$ cat config.mk
export PLATFORM = sky130hd
export DESIGN_NAME = mul3_seq_ctrl_flat
export DESIGN_NICKNAME = d
export VERILOG_FILES = /design/src/rtl/mul3_seq_ctrl_if.sv /design/src/rtl/mul3_seq_ctrl.sv /design/src/flat_wrapper.sv
export SDC_FILE = /design/constraint.sdc
export NUM_CORES = 1
export LEC_CHECK = 0
export ABC_CLOCK_PERIOD_IN_PS = 4600
export CORE_UTILIZATION = 50
export CTS_CLUSTER_SIZE = 25
export DETAILED_ROUTE_END_ITERATION = 8
export GPL_ROUTABILITY_DRIVEN = 1
export PLACE_DENSITY = 0.76
export SETUP_SLACK_MARGIN = 0.5
export SLEW_MARGIN = 40
export SYNTH_ARGS = -nofsm -noshare
export SYNTH_HDL_FRONTEND = slang
export SYNTH_SLANG_ARGS = --single-unit
$ cat constraint.sdc
create_clock -name clk -period 4.6 [get_ports clk]
set_clock_uncertainty 0.2 [all_clocks]
set_input_delay 0.92 -clock clk [delete_from_list [all_inputs] [get_ports clk]]
set_output_delay 0.92 -clock clk [all_outputs]
set_load 0.02 [all_outputs]
$ cat src/rtl/mul3_seq_ctrl_if.sv
`default_nettype none
// ============================================================================
// Module      : mul3_seq_ctrl_if
// Description : Operand/product handshake bundle for mul3_seq_ctrl.
//               slave  = controller side, master = producer/consumer side.
// Revision    : 1.0  initial release
// ============================================================================
interface mul3_seq_ctrl_if #(
    parameter int W = 6
);
    logic           in_valid;
    logic           in_ready;
    logic [W-1:0]   in_a;
    logic [W-1:0]   in_b;
    logic           out_valid;
    logic           out_ready;
    logic [2*W-1:0] out_p;
    logic           busy;

    modport slave (
        input  in_valid, in_a, in_b, out_ready,
        output in_ready, out_valid, out_p, busy
    );

    modport master (
        output in_valid, in_a, in_b, out_ready,
        input  in_ready, out_valid, out_p, busy
    );
endinterface
`default_nettype wire

$ cat src/rtl/mul3_seq_ctrl.sv
`default_nettype none
// ============================================================================
// Module      : mul3_seq_ctrl (+ Mult_3_3 core)
// Description : WxW unsigned multiplier built by time-sharing a single 3x3
//               core. One digit pair per cycle, shift-accumulated into a
//               2W-bit register; valid/ready on both sides.
// Revision    : 1.0  initial release
// ============================================================================
module mul3_seq_ctrl #(
    parameter int W = 6
) (
    input  wire logic         clk,
    input  wire logic         rst,
    mul3_seq_ctrl_if.slave    bus
);
    localparam int D     = W / 3;
    localparam int IW    = (D > 1) ? $clog2(D) : 1;
    localparam int PW    = 2 * W;
    localparam logic [IW-1:0] LAST_IDX = IW'(D - 1);

    // Reject unsupported operand widths at elaboration time.
    if ((W % 3) != 0 || W < 3 || W > 12) begin : g_bad_width
        $error("mul3_seq_ctrl: W must be a multiple of 3 in 3..12");
    end

    typedef enum logic [1:0] {
        S_IDLE = 2'd0,
        S_RUN  = 2'd1,
        S_DONE = 2'd2
    } state_t;

    state_t          state_q, state_d;
    logic [W-1:0]    a_q, a_d;
    logic [W-1:0]    b_q, b_d;
    logic [PW-1:0]   acc_q, acc_d;
    logic [IW-1:0]   i_q, i_d;
    logic [IW-1:0]   j_q, j_d;
    logic [2:0]      da_q, da_d;
    logic [2:0]      db_q, db_d;

    logic [5:0]      w_prod;
    logic            w_last;
    logic [IW-1:0]   w_ni;
    logic [IW-1:0]   w_nj;
    logic [31:0]     w_sh;
    logic            w_in_ready;
    logic            w_out_valid;
    logic            w_busy;

    // Select 3-bit digit k of an operand.
    function automatic logic [2:0] digit(input logic [W-1:0] v, input logic [IW-1:0] k);
        logic [W-1:0] t;
        t = v >> (32'd3 * 32'(k));
        return t[2:0];
    endfunction

    // The single shared core; its inputs come straight from digit registers.
    Mult_3_3 u_core (
        .a_i (da_q),
        .b_i (db_q),
        .p_o (w_prod)
    );

    assign w_last = (i_q == LAST_IDX) && (j_q == LAST_IDX);
    assign w_sh   = 32'd3 * (32'(i_q) + 32'(j_q));

    // Step order: j fastest, then i.
    assign w_ni = (j_q == LAST_IDX) ? i_q + 1'b1 : i_q;
    assign w_nj = (j_q == LAST_IDX) ? '0 : j_q + 1'b1;

    // State register; reset overrides any handshake.
    always_ff @(posedge clk) begin
        if (rst) state_q <= S_IDLE;
        else     state_q <= state_d;
    end

    // Next-state and handshake decode (outputs forced low during reset).
    always_comb begin
        state_d     = state_q;
        w_in_ready  = 1'b0;
        w_out_valid = 1'b0;
        w_busy      = 1'b0;
        case (state_q)
            S_IDLE: begin
                w_in_ready = !rst;
                if (bus.in_valid) state_d = S_RUN;
            end
            S_RUN: begin
                w_busy = !rst;
                if (w_last) state_d = S_DONE;
            end
            S_DONE: begin
                w_busy      = !rst;
                w_out_valid = !rst;
                if (bus.out_ready) state_d = S_IDLE;
            end
            default: state_d = S_IDLE;
        endcase
    end

    // Datapath next values: capture on accept, accumulate one digit pair per RUN cycle.
    always_comb begin
        a_d   = a_q;
        b_d   = b_q;
        acc_d = acc_q;
        i_d   = i_q;
        j_d   = j_q;
        da_d  = da_q;
        db_d  = db_q;
        case (state_q)
            S_IDLE: begin
                if (bus.in_valid) begin
                    a_d   = bus.in_a;
                    b_d   = bus.in_b;
                    acc_d = '0;
                    i_d   = '0;
                    j_d   = '0;
                    da_d  = bus.in_a[2:0];
                    db_d  = bus.in_b[2:0];
                end
            end
            S_RUN: begin
                acc_d = acc_q + (PW'(w_prod) << w_sh);
                if (w_last) begin
                    // Park the core on zero until the next operation.
                    i_d  = '0;
                    j_d  = '0;
                    da_d = '0;
                    db_d = '0;
                end else begin
                    i_d  = w_ni;
                    j_d  = w_nj;
                    da_d = digit(a_q, w_ni);
                    db_d = digit(b_q, w_nj);
                end
            end
            default: ;
        endcase
    end

    // Datapath registers.
    always_ff @(posedge clk) begin
        if (rst) begin
            a_q   <= '0;
            b_q   <= '0;
            acc_q <= '0;
            i_q   <= '0;
            j_q   <= '0;
            da_q  <= '0;
            db_q  <= '0;
        end else begin
            a_q   <= a_d;
            b_q   <= b_d;
            acc_q <= acc_d;
            i_q   <= i_d;
            j_q   <= j_d;
            da_q  <= da_d;
            db_q  <= db_d;
        end
    end

    assign bus.in_ready  = w_in_ready;
    assign bus.out_valid = w_out_valid;
    assign bus.busy      = w_busy;
    assign bus.out_p     = acc_q;
endmodule

// ----------------------------------------------------------------------------
// Mult_3_3 : 3x3 unsigned multiplier. AND-array partial products, one
// Wallace reduction layer down to two rows, ripple-carry final adder.
// ----------------------------------------------------------------------------
module Mult_3_3 (
    input  wire logic [2:0] a_i,
    input  wire logic [2:0] b_i,
    output logic      [5:0] p_o
);
    logic [2:0] w_pp0, w_pp1, w_pp2;
    logic       w_s1, w_c1, w_s2, w_c2, w_s3, w_c3;
    logic [4:0] w_x, w_y;
    logic [5:0] w_cy;

    assign w_pp0 = a_i & {3{b_i[0]}};
    assign w_pp1 = a_i & {3{b_i[1]}};
    assign w_pp2 = a_i & {3{b_i[2]}};

    // Reduction layer: HA on weight 1, FA on weight 2, HA on weight 3.
    assign w_s1 = w_pp0[1] ^ w_pp1[0];
    assign w_c1 = w_pp0[1] & w_pp1[0];
    assign w_s2 = w_pp0[2] ^ w_pp1[1] ^ w_pp2[0];
    assign w_c2 = (w_pp0[2] & w_pp1[1]) | (w_pp0[2] & w_pp2[0]) | (w_pp1[1] & w_pp2[0]);
    assign w_s3 = w_pp1[2] ^ w_pp2[1];
    assign w_c3 = w_pp1[2] & w_pp2[1];

    assign w_x = {w_pp2[2], w_s3, w_s2, w_s1, w_pp0[0]};
    assign w_y = {w_c3, w_c2, w_c1, 2'b00};

    assign w_cy[0] = 1'b0;
    for (genvar k = 0; k < 5; k++) begin : g_rca
        assign p_o[k]    = w_x[k] ^ w_y[k] ^ w_cy[k];
        assign w_cy[k+1] = (w_x[k] & w_y[k]) | (w_x[k] & w_cy[k]) | (w_y[k] & w_cy[k]);
    end
    assign p_o[5] = w_cy[5];
endmodule
`default_nettype wire

$ cat src/flat_wrapper.sv
// flat-port wrapper written by rule: the top's interface ports become plain ports
module mul3_seq_ctrl_flat 
#(
    parameter int W = 6
)
  (clk, rst, bus_in_valid, bus_in_a, bus_in_b, bus_out_ready, bus_in_ready, bus_out_valid, bus_out_p, bus_busy);
  mul3_seq_ctrl_if #(.W(W)) bus_i ();
  input  wire logic clk;
  input  wire logic rst;
  input wire logic [$bits(bus_i.in_valid)-1:0] bus_in_valid;
  input wire logic [$bits(bus_i.in_a)-1:0] bus_in_a;
  input wire logic [$bits(bus_i.in_b)-1:0] bus_in_b;
  input wire logic [$bits(bus_i.out_ready)-1:0] bus_out_ready;
  output wire logic [$bits(bus_i.in_ready)-1:0] bus_in_ready;
  output wire logic [$bits(bus_i.out_valid)-1:0] bus_out_valid;
  output wire logic [$bits(bus_i.out_p)-1:0] bus_out_p;
  output wire logic [$bits(bus_i.busy)-1:0] bus_busy;
  assign bus_i.in_valid = bus_in_valid;
  assign bus_i.in_a = bus_in_a;
  assign bus_i.in_b = bus_in_b;
  assign bus_i.out_ready = bus_out_ready;
  assign bus_in_ready = bus_i.in_ready;
  assign bus_out_valid = bus_i.out_valid;
  assign bus_out_p = bus_i.out_p;
  assign bus_busy = bus_i.busy;
  mul3_seq_ctrl #(.W(W)) u_core (.clk(clk), .rst(rst), .bus(bus_i));
endmodule
==> metrics <==
Gate Count Post-Synth 300; CP max stage cell fa_1; WL/cell 15.9 um; core area 4500 sq um; Pwr Total approximately 0.81 mW; crit path launch type flip-flop; Max IR drop VDD 0.000171 V; endpoints failing setup 0; RD Place Congestion between 0.8 and 0.9; DRC 0; Slew HR between 50% and 60%; Clk pwr share 30.2%; violation count after the first detailed-routing iteration ~150; Port Buffers 30; fraction of registers with async set/reset 0%; pin count of the biggest net entering global routing 21; main combinational cell family by area after synthesis compound AO/OA/AOI/OAI gates; Post-Synth Adder-Cell Area roughly 14%; final core utilization a little under 70%; final antenna diode count 0; Worst setup EP type flip-flop; Pleak 1.31 nW; post-synthesis sequential area ratio 28.2%; Num CTS Buffers 5; Tot GR Track Use about 25%; Die Width 71.5 um; Gate power share around 30%; sequential power share between 40 and 50%; via count around 2400; dpl cells roughly 380; Max-cap violations 0; initial antenna violation count 0; Compound-Gate Fraction of Synth Area a little under a quarter; Syn Area/Cell around 8.0 sq um; number of synthesized flops with an enable pin 0; #FFs+latches synth 34; XOR/XNOR Fraction of Synth Area under 10%; Ports 31; routed wire length between 6000 and 7000 um; Synth Cell Area around 2400 sq um; mux contribution to synthesized area roughly 5%; die height 71.5 um; First-pass DRT Iterations 5; vias in the first global route 2101; sw frac around a third; clock sinks 34; Layout Cells excl Fill approximately 400; Critical path buffers and inverters 1; Clock Tree Buf Depth 2; status finished, final reports clean; post-synthesis cell type count 48; Starting Density between 50% and 60%; ys flop type dfxtp_1; Worst path max stage delay about 0.54 ns; Final ANT Viol Nets 0; CTS tree yes; # H-tree levels 2; grt total ovfl 0; Syn Nets 340; cell internal pwr around 0.54 mW; multi-input logic area approximately 1700 sq um; power density cells approximately 260 nW/um^2; Worst-Skew Late Latency 0.29 ns; Worst Path Required about 4.6 ns; Worst Path Arrival 4.53 ns; layout cell share with drive strength beyond 1 20.9%; unrepaired setup endpoints after global routing yes; Final min period 4.56 ns; register cell area after layout 684 sq um; crit-path leading delay family adder cells; Clk pin slew, worst setup/hold paths around 0.080 ns; fin crit share between 90% and 100%; Psw 0.270 mW; row cnt 24; fillers 367; hold crit path type reg -> reg; maximum clock rate roughly 0.22 GHz; critical-path maximum fanout 4; Final Hold Fails 0; fin. max-slew vios 0; Die Footprint a little over 5000 sq um; first-pass GRT wire length 9900 um; fin nets 383; CP Class reg -> reg; simple-gate share of the synthesized area 22.8%; CTS root buf clkbuf_8; Syn. warnings 0; Syn-to-layout area delta 28.2%; worst-path cell chain and2_4 -> fa_1 -> ha_1 -> inv_1 -> fa_2 -> fa_2 -> mux2_2 -> mux2_2 -> a211oi_1 -> ha_1 -> and3_4 -> a21oi_2 -> a31oi_2 -> and4_4 -> or4b_1; DP HPWL 4340 um; Worst Tran Pin Value 0.624 ns; drt via density roughly 6
-- cells in the final DEF (no fill, tap or decap), drive strengths merged, types with 4 or more instances in the layout --
| master | synthesis | final |
|---|---|---|
| dfxtp | 34 | 34 |
| nand2 | 41 | 41 |
| nand3 | 4 | 4 |
| o21ai | 12 | 12 |
| nor2 | 27 | 27 |
| a22oi | 8 | 8 |
| xor2 | 5 | 5 |
| ha | 20 | 20 |
| fa | 4 | 4 |
| inv | 13 | 13 |
| a221oi | 6 | 6 |
| a21o | 6 | 6 |
| buf | 2 | 19 |
| mux2 | 8 | 8 |
| a21oi | 27 | 27 |
| and2 | 13 | 13 |
| nor3 | 10 | 10 |
| a22o | 4 | 4 |
| a211oi | 9 | 9 |
| nor2b | 4 | 4 |
| clkdlybuf4s50 | 0 | 30 |
| clkbuf | 11 | 6 |
-- path summary, 6_finish.rpt --
path	startpoint	end	slack, ns	depth (start not counted)
setup reg to reg	u_core.db_q[0]$_SDFFE_PP0P_	u_core.bus.out_p[11]$_SDFFE_PP0P_	0.04	15
hold / removal	u_core.a_q[2]$_SDFFE_PP0P_	u_core.a_q[2]$_SDFFE_PP0P_	0.26	2
setup / recovery	u_core.db_q[0]$_SDFFE_PP0P_	u_core.bus.out_p[11]$_SDFFE_PP0P_	0.04	15
hold reg to reg	u_core.a_q[2]$_SDFFE_PP0P_	u_core.a_q[2]$_SDFFE_PP0P_	0.26	2
-- cells in the mapped netlist (5+ instances only) --
cell / number / share of area (%)
nand2_1: 41 / 6.4
dfxtp_1: 34 / 28
nor2_1: 27 / 4.2
a21oi_1: 26 / 5.4
ha_1: 20 / 10
inv_1: 13 / 2.0
clkbuf_1: 11 / 1.7
o21ai_0: 11 / 2.3
and2_1: 10 / 2.6
nor3_1: 10 / 2.1
a211oi_1: 8 / 2.5
a22oi_1: 8 / 2.5
mux2_2: 8 / 3.7
a221oi_1: 6 / 2.2
xor2_1: 5 / 1.8
-- cells by family after synthesis --
group,count (synthesis)
compound gates,84
simple gates,112
buf+inv,27
mux,11
fa+ha+maj,24
flops,34
xor+xnor,8
-- state kept, by name, summed over array words and instances, names as in the netlist --
signal,cells
u_core.a_q,6
u_core.db_q,3
u_core.i_q,1
u_core.state_q,2
u_core.b_q,6
u_core.bus.out_p,12
u_core.j_q,1
u_core.da_q,3
-- power groups by stage --
stage                     clock network, mW  registers [mW]  logic (mW)
after floorplan                           0           0.335       0.139
after global placement                    0           0.332       0.209
after detailed placement                  0           0.333       0.214
after CTS                             0.245           0.327       0.222
after global routing                  0.256           0.329       0.258
final                                 0.243           0.327       0.235
-- routing by layer --
| metal | GRT usage [%] | wire [um] | vias up |
|---|---|---|---|
| li1 | - | - | 1151 |
| met1 | 34.5 | 2880 | 1126 |
| met2 | 38.9 | 2990 | 85 |
| met3 | 3.80 | 273 | 21 |
| met4 | 7.63 | 148 | 0 |
| met5 | 0 | 0 | - |
-- worst reg2reg max path, stage by stage, from the launching register on --
cell,delay (ns)
dfxtp_2,0.32
and2_4,0.15
fa_1,0.54
ha_1,0.14
inv_1,0.04
fa_2,0.33
fa_2,0.37
mux2_2,0.29
mux2_2,0.29
a211oi_1,0.32
ha_1,0.33
and3_4,0.18
a21oi_2,0.15
a31oi_2,0.12
and4_4,0.18
or4b_1,0.49
-- stage by stage --
| stage | TNS [ns] | area, sq um | hold WS (ns) | setup WS (ns) |
|---|---|---|---|---|
| 3_5_place_dp | -0.0690 | 2840 | 0.249 | -0.0690 |
| 6_report | 0 | 3090 | 0.257 | 0.0370 |
| 5_1_grt | -0.115 | 3090 | 0.278 | -0.115 |
| 4_1_cts | 0 | 3010 | 0.260 | 0.0594 |
| 2_1_floorplan | 0 | 2420 | 0.233 | 0.146 |
| 3_3_place_gp | 0 | 2840 | 0.239 | 0.0238 |
-- area by class of cell --
cell class                 count  area share (%)
multi-input combinational    239            56.6
inverter                      14            1.70
timing repair buffer          49            14.4
sequential                    34            22.1
tap                           52            2.10
clock inverter                 2           0.405
clock buffer                   6            2.67
-- timing repair --
action / 4_1_cts / 5_1_grt
setup endpoints to repair: 6 / 8
gates resized for setup: 11 / 17
pin swaps: 15 / 9
buffers inserted: 4 / 1
hold buffers: 0 / 0
(Power assumes the default switching activity.)
